### src/rtl/led_sched_pkg.sv
// Shared definitions for the LED sequencer: widths, register map, mode encodings.
// LED_REG_WIDTH may be overridden on the command line before this file is read.
`ifndef LED_REG_WIDTH
`define LED_REG_WIDTH 10
`endif

package led_sched_pkg;
    localparam int LED_W      = `LED_REG_WIDTH;
    localparam int PRESCALE_W = 24;
    localparam logic [PRESCALE_W-1:0] DEF_PRESCALE = 24'd2_500_000;

    localparam logic [1:0] LED_ADDR_VAL      = 2'd0;
    localparam logic [1:0] LED_ADDR_MASK     = 2'd1;
    localparam logic [1:0] LED_ADDR_MODE     = 2'd2;
    localparam logic [1:0] LED_ADDR_PRESCALE = 2'd3;

    typedef enum logic [1:0] {
        LED_MODE_STATIC = 2'd0,
        LED_MODE_BLINK  = 2'd1,
        LED_MODE_CHASE  = 2'd2
    } led_mode_e;

    // Encoding 3 is storable but sequences as STATIC.
    function automatic led_mode_e decode_mode(input logic [1:0] m);
        case (m)
            2'd1:    return LED_MODE_BLINK;
            2'd2:    return LED_MODE_CHASE;
            default: return LED_MODE_STATIC;
        endcase
    endfunction
endpackage

### src/rtl/led_sched_if.sv
// CPU-side register bus of the LED sequencer: single-cycle write strobe, combinational read.
interface led_sched_if;
    logic        we;
    logic [1:0]  addr;
    logic [31:0] wdata;
    logic [31:0] rdata;

    modport master (output we, addr, wdata, input rdata);
    modport slave  (input we, addr, wdata, output rdata);
endinterface

### src/rtl/led_sched_tick_gen.sv
// Prescale down-counter: pulses tick when the count hits zero, then reloads prescale.
// A reload request loads reload_val and suppresses that cycle's tick.
module led_sched_tick_gen #(
    parameter int             W       = 24,
    parameter logic [W-1:0]   RST_VAL = '0
) (
    input  logic         clk,
    input  logic         rst_n,
    input  logic         reload,
    input  logic [W-1:0] reload_val,
    input  logic [W-1:0] prescale,
    output logic         tick
);
    logic [W-1:0] cnt;

    assign tick = (cnt == '0) && !reload;

    always_ff @(posedge clk or negedge rst_n) begin
        if (!rst_n)           cnt <= RST_VAL;
        else if (reload)      cnt <= reload_val;
        else if (cnt == '0)   cnt <= prescale;
        else                  cnt <= cnt - 1'b1;
    end
endmodule

### src/rtl/led_sched.sv
// Register-mapped LED sequencer producing the registered led_reg vector.
// Optional macro LED_SCHED_PWM_EN adds a 4-bit duty gate taken from MODE[7:4].
//
// state           | meaning
// LED_MODE_STATIC | led_reg follows LED_VAL
// LED_MODE_BLINK  | masked bits drop out while phase is 0, phase toggles per tick
// LED_MODE_CHASE  | rotating one-hot ORed onto LED_VAL, advances per tick
module led_sched
    import led_sched_pkg::*;
#(
    parameter int                      LED_W        = led_sched_pkg::LED_W,
    parameter int                      PRESCALE_W   = led_sched_pkg::PRESCALE_W,
    parameter logic [PRESCALE_W-1:0]   DEF_PRESCALE = led_sched_pkg::DEF_PRESCALE
) (
    input  logic             clk,
    input  logic             rst_n,
    led_sched_if.slave       bus,
    output logic [LED_W-1:0] led_reg
);
`ifdef LED_SCHED_PWM_EN
    localparam logic [7:0] MODE_RST  = 8'hF0;
    localparam logic [7:0] MODE_KEEP = 8'hFF;
`else
    localparam logic [7:0] MODE_RST  = 8'h00;
    localparam logic [7:0] MODE_KEEP = 8'h0F;
`endif

    logic [LED_W-1:0]      led_val, blink_mask;
    logic [7:0]            mode_reg;
    logic [PRESCALE_W-1:0] prescale;
    led_mode_e             cur_state, nxt_state;
    logic                  phase, nxt_phase;
    logic [LED_W-1:0]      pos, nxt_pos;
    logic [LED_W-1:0]      pattern;
    logic                  tick;
    logic                  wr_mode, wr_pre;
    logic [PRESCALE_W-1:0] reload_val;
    logic                  unused_wdata;

    assign wr_mode      = bus.we && (bus.addr == LED_ADDR_MODE);
    assign wr_pre       = bus.we && (bus.addr == LED_ADDR_PRESCALE);
    assign reload_val   = wr_pre ? bus.wdata[PRESCALE_W-1:0] : prescale;
    assign unused_wdata = ^bus.wdata;

    always_ff @(posedge clk or negedge rst_n) begin
        if (!rst_n) begin
            led_val    <= '0;
            blink_mask <= '0;
            mode_reg   <= MODE_RST;
            prescale   <= DEF_PRESCALE;
        end else if (bus.we) begin
            case (bus.addr)
                LED_ADDR_VAL:  led_val    <= bus.wdata[LED_W-1:0];
                LED_ADDR_MASK: blink_mask <= bus.wdata[LED_W-1:0];
                LED_ADDR_MODE: mode_reg   <= bus.wdata[7:0] & MODE_KEEP;
                default:       prescale   <= bus.wdata[PRESCALE_W-1:0];
            endcase
        end
    end

    always_comb begin
        bus.rdata = '0;
        case (bus.addr)
            LED_ADDR_VAL:  bus.rdata = {{(32-LED_W){1'b0}}, led_val};
            LED_ADDR_MASK: bus.rdata = {{(32-LED_W){1'b0}}, blink_mask};
            LED_ADDR_MODE: bus.rdata = {24'd0, mode_reg};
            default:       bus.rdata = {{(32-PRESCALE_W){1'b0}}, prescale};
        endcase
    end

    led_sched_tick_gen #(.W(PRESCALE_W), .RST_VAL(DEF_PRESCALE)) u_tick (
        .clk        (clk),
        .rst_n      (rst_n),
        .reload     (wr_mode || wr_pre),
        .reload_val (reload_val),
        .prescale   (prescale),
        .tick       (tick)
    );

    always_ff @(posedge clk or negedge rst_n) begin
        if (!rst_n) begin
            cur_state <= LED_MODE_STATIC;
            phase     <= 1'b1;
            pos       <= LED_W'(1);
        end else begin
            cur_state <= nxt_state;
            phase     <= nxt_phase;
            pos       <= nxt_pos;
        end
    end

    always_comb begin
        nxt_state = cur_state;
        nxt_phase = phase;
        nxt_pos   = pos;
        pattern   = led_val;
        if (wr_mode) begin
            nxt_state = decode_mode(bus.wdata[1:0]);
            nxt_phase = 1'b1;
            nxt_pos   = LED_W'(1);
        end
        case (cur_state)
            LED_MODE_BLINK: begin
                pattern = phase ? led_val : (led_val & ~blink_mask);
                if (tick) nxt_phase = ~phase;
            end
            LED_MODE_CHASE: begin
                pattern = pos | led_val;
                if (tick) nxt_pos = {pos[LED_W-2:0], pos[LED_W-1]};
            end
            default: pattern = led_val;
        endcase
    end

`ifdef LED_SCHED_PWM_EN
    logic [3:0] pwm_cnt;
    logic       pwm_on;

    assign pwm_on = (pwm_cnt <= mode_reg[7:4]);

    always_ff @(posedge clk or negedge rst_n) begin
        if (!rst_n) begin
            pwm_cnt <= '0;
            led_reg <= '0;
        end else begin
            pwm_cnt <= pwm_cnt + 1'b1;
            led_reg <= pattern & {LED_W{pwm_on}};
        end
    end
`else
    always_ff @(posedge clk or negedge rst_n) begin
        if (!rst_n) led_reg <= '0;
        else        led_reg <= pattern;
    end
`endif
endmodule

### src/flat_wrapper.sv
// flat-port wrapper written by rule: the top's interface ports become plain ports
module led_sched_flat import led_sched_pkg::*;
#(
    parameter int                      LED_W        = led_sched_pkg::LED_W,
    parameter int                      PRESCALE_W   = led_sched_pkg::PRESCALE_W,
    parameter logic [PRESCALE_W-1:0]   DEF_PRESCALE = led_sched_pkg::DEF_PRESCALE
)
  (clk, rst_n, led_reg, bus_we, bus_addr, bus_wdata, bus_rdata);
  led_sched_if bus_i ();
  input  logic clk;
  input  logic rst_n;
  output logic [LED_W-1:0] led_reg;
  input wire logic [$bits(bus_i.we)-1:0] bus_we;
  input wire logic [$bits(bus_i.addr)-1:0] bus_addr;
  input wire logic [$bits(bus_i.wdata)-1:0] bus_wdata;
  output wire logic [$bits(bus_i.rdata)-1:0] bus_rdata;
  assign bus_i.we = bus_we;
  assign bus_i.addr = bus_addr;
  assign bus_i.wdata = bus_wdata;
  assign bus_rdata = bus_i.rdata;
  led_sched #(.LED_W(LED_W), .PRESCALE_W(PRESCALE_W), .DEF_PRESCALE(DEF_PRESCALE)) u_core (.clk(clk), .rst_n(rst_n), .bus(bus_i), .led_reg(led_reg));
endmodule
### config.mk
export PLATFORM = sky130hd
export DESIGN_NAME = led_sched_flat
export DESIGN_NICKNAME = d
export VERILOG_FILES = /design/src/rtl/led_sched_pkg.sv /design/src/rtl/led_sched_if.sv /design/src/rtl/led_sched_tick_gen.sv /design/src/rtl/led_sched.sv /design/src/flat_wrapper.sv
export SDC_FILE = /design/constraint.sdc
export NUM_CORES = 1
export LEC_CHECK = 0
export CORE_ASPECT_RATIO = 1.4
export CORE_MARGIN = 5
export CORE_UTILIZATION = 54
export CTS_CLUSTER_DIAMETER = 60
export CTS_CLUSTER_SIZE = 25
export DETAILED_ROUTE_END_ITERATION = 12
export PLACE_DENSITY = 0.8
export SYNTH_ARGS = -nofsm -noshare
export SYNTH_HDL_FRONTEND = slang
export SYNTH_SLANG_ARGS = --single-unit
### constraint.sdc
create_clock -name clk -period 3.8 [get_ports clk]
set_input_delay 1.14 -clock clk [delete_from_list [all_inputs] [get_ports clk]]
set_output_delay 1.14 -clock clk [all_outputs]
set_load 0.05 [all_outputs]
==> run summary <==
Worst Max-Slew Pin Slew: 0.761 ns
leakage power: 2.69 nW
# H-tree levels: 3
num ports: 79
most frequent cells in the layout: nand2_1 (120), dfrtp_1 (77), clkdlybuf4s50_1 (37), o21ai_0 (33), buf_12 (22)
ys flop type: dfrtp_1
largest net degree at the start of global routing: 60
minimum clock period: 3.71 ns
DRT Wirelength: 12.2 mm
RSZ-0062 raised after global routing: false
number of core rows: 41
chip height: 123 um
Core ar.: 8980 um^2
Placed Cells: 657
overall power: 3.26 mW
Worst Path Required: 2.66 ns
Netlist cell types: 53
FFs w/ async S/R, synth: 100%
CP Cell Sequence: clkdlybuf4s50_1 > buf_12 > mux4_2 > buf_4
Reg2Reg Setup Slack: 1.35 ns
DIE AREA: 11100 um^2
Post-DP Area: 5830 um^2
crit share post-route: 97.6%
final slew viol count: 0
Seq/Total Area, Yosys: 48.8%
cts repair resizes: 0
DR DRC count: 0
Buffers & Inverters on Critical Path: 3
cell area after synthesis: 4910 um^2
hold crit path type: register to register
most common cell after layout, fill and taps aside: nand2_1
initial antenna violation count: 0
Cell Pwr Density: 532 nW/um^2
clock buffer depth: 2
Die X: 90.6 um
Num CTS Buffers: 9
Max VDD drop: 0.358 mV
first-pass GRT wire length: 20.3 mm
worst path arrival time: 2.57 ns
global-route usage over all layers: 22.9%
Warnings, synthesis: 0
antenna viol nets, final: 0
fmax: 0.270 GHz
number of global-route vias before repair: 4063
Setup WS post-layout: 0.0923 ns
Starting DRT DRC Count: 288
MaxCap Viol Count: 0
latest clock arrival within the worst-skew pair: 0.34 ns
drt pass-1 iters: 4
WL per Instance: 18.1 um
Vias per Instance: 5.93
Worst Setup End Kind: output port
clock skew: 0.00902 ns
Post-CTS Setup Inserts: 0
CTS Sinks: 95
number of port buffers: 62
clock slew at reported path FFs: 0.06 ns
CP max FO: 22
worst setup path category: primary input to output port
via count: 3988
Slowest cell on crit path: mux4_2
startpoint types: primary input
initial core utilization: 54.7%
clk root buf: clkbuf_16
Final Wtd Congestion: 0.916
DP Wirelength: 8.66 mm
Syn-to-layout area delta: 24.6%
status: completed
TritonCTS clock tree: yes
EDFF count, synth: 0
fin nets: 601
biggest regs: u_core.prescale x24, u_core.u_tick.cnt x24
endpoints failing hold: 0
pre-CTS WS: 0.0735 ns
share of layout cells above drive strength 1: 18.7%
synthesized netlist cell count: 505
slowest stage delay, CP: 0.52 ns
endpoints failing setup: 0
Design Area, Final: 6120 um^2
delay-heaviest family, CP: buffers and inverters
Slew HR: 49.3%
#FFs+latches synth: 95
Post-Syn Area per Cell: 9.73 um^2
Fin Hold WS: 0.478 ns
# diodes: 0
Layout Cells excl Fill: 673
CTS Hold Bufs: 0
global route total overflow: 0
[cells in the mapped netlist, types with 9 or more instances]
cell / n / share of area, %
xnor2_1: 14 / 2.5
buf_4: 9 / 1.4
mux2_2: 20 / 4.6
nand2_1: 120 / 9.2
dfstp_2: 18 / 9.6
nand3b_1: 9 / 1.4
a21oi_1: 11 / 1.1
nor2_1: 19 / 1.5
inv_1: 10 / 0.76
clkbuf_1: 21 / 1.6
and3_1: 15 / 1.9
o21ai_0: 39 / 4.0
o221a_1: 9 / 2.1
dfrtp_1: 77 / 39
[metrics by stage]
stage                     utilization [%]  setup TNS, ns
after floorplan                         -         -0.178
after global placement               64.9              0
after detailed placement             64.9              0
after CTS                            68.2              0
after global routing                 68.2              0
final                                68.2              0
[worst min-delay path, cell delays in order, from the launching register on]
cell	delay (ns)
dfrtp_1	0.34
nand2_1	0.05
nand2_1	0.06
[path summary, 6_finish.rpt]
check	start	end	cells after the start
setup / recovery	bus_addr[0]	bus_rdata[2]	4
hold / removal	u_core.mode_reg[0]	u_core.mode_reg[0]	2
setup reg to reg	u_core.u_tick.cnt[0]	u_core.pos[4]	6
hold reg to reg	u_core.mode_reg[0]	u_core.mode_reg[0]	2
max in group asynchronous	rst_n	u_core.prescale[5]	2
min in group asynchronous	rst_n	u_core.u_tick.cnt[11]	1
[power breakdown]
part | internal (mW) | switching, mW
logic | 0.403 | 0.548
clock network | 0.528 | 0.374
registers | 1.22 | 0.180
total | 2.15 | 1.10
[logic make-up (layout without fill, tap and decap cells)]
logic type | after synthesis | count (layout) | share of synthesized area [%]
DFF | 95 | 95 | 48.8
xor gates and xnor gates | 19 | 19 | 3.39
muxes | 30 | 30 | 7.64
AOI/OAI and AO/OA | 93 | 93 | 13.0
other | 1 | 8 | 0.0763
adders and majority gates | 3 | 3 | 0.764
buffers and inverters | 50 | 104 | 4.79
and+or+nand+nor | 214 | 214 | 21.5
[final cells by class]
| class | instances | area, um^2 |
|---|---|---|
| inverters | 10 | 37.5 |
| multi-input cells | 367 | 2310 |
| flip-flops and latches | 95 | 2400 |
| repair buffers | 78 | 953 |
| clock buffers | 13 | 250 |
| fillers | 662 | 2850 |
| clock inverters | 3 | 42.5 |
| well taps | 107 | 134 |
[metal layers]
| metal | track usage (%) | vias up | share of wire, % |
|---|---|---|---|
| met1 | 27.1 | 1977 | 39 |
| met4 | 9.87 | 0 | 2.0 |
| met5 | 0 | - | 0 |
| met2 | 40.5 | 136 | 54 |
| met3 | 4.54 | 24 | 5.1 |
| li1 | - | 1851 | - |
No activity file was read; power rests on OpenSTA's default activity.
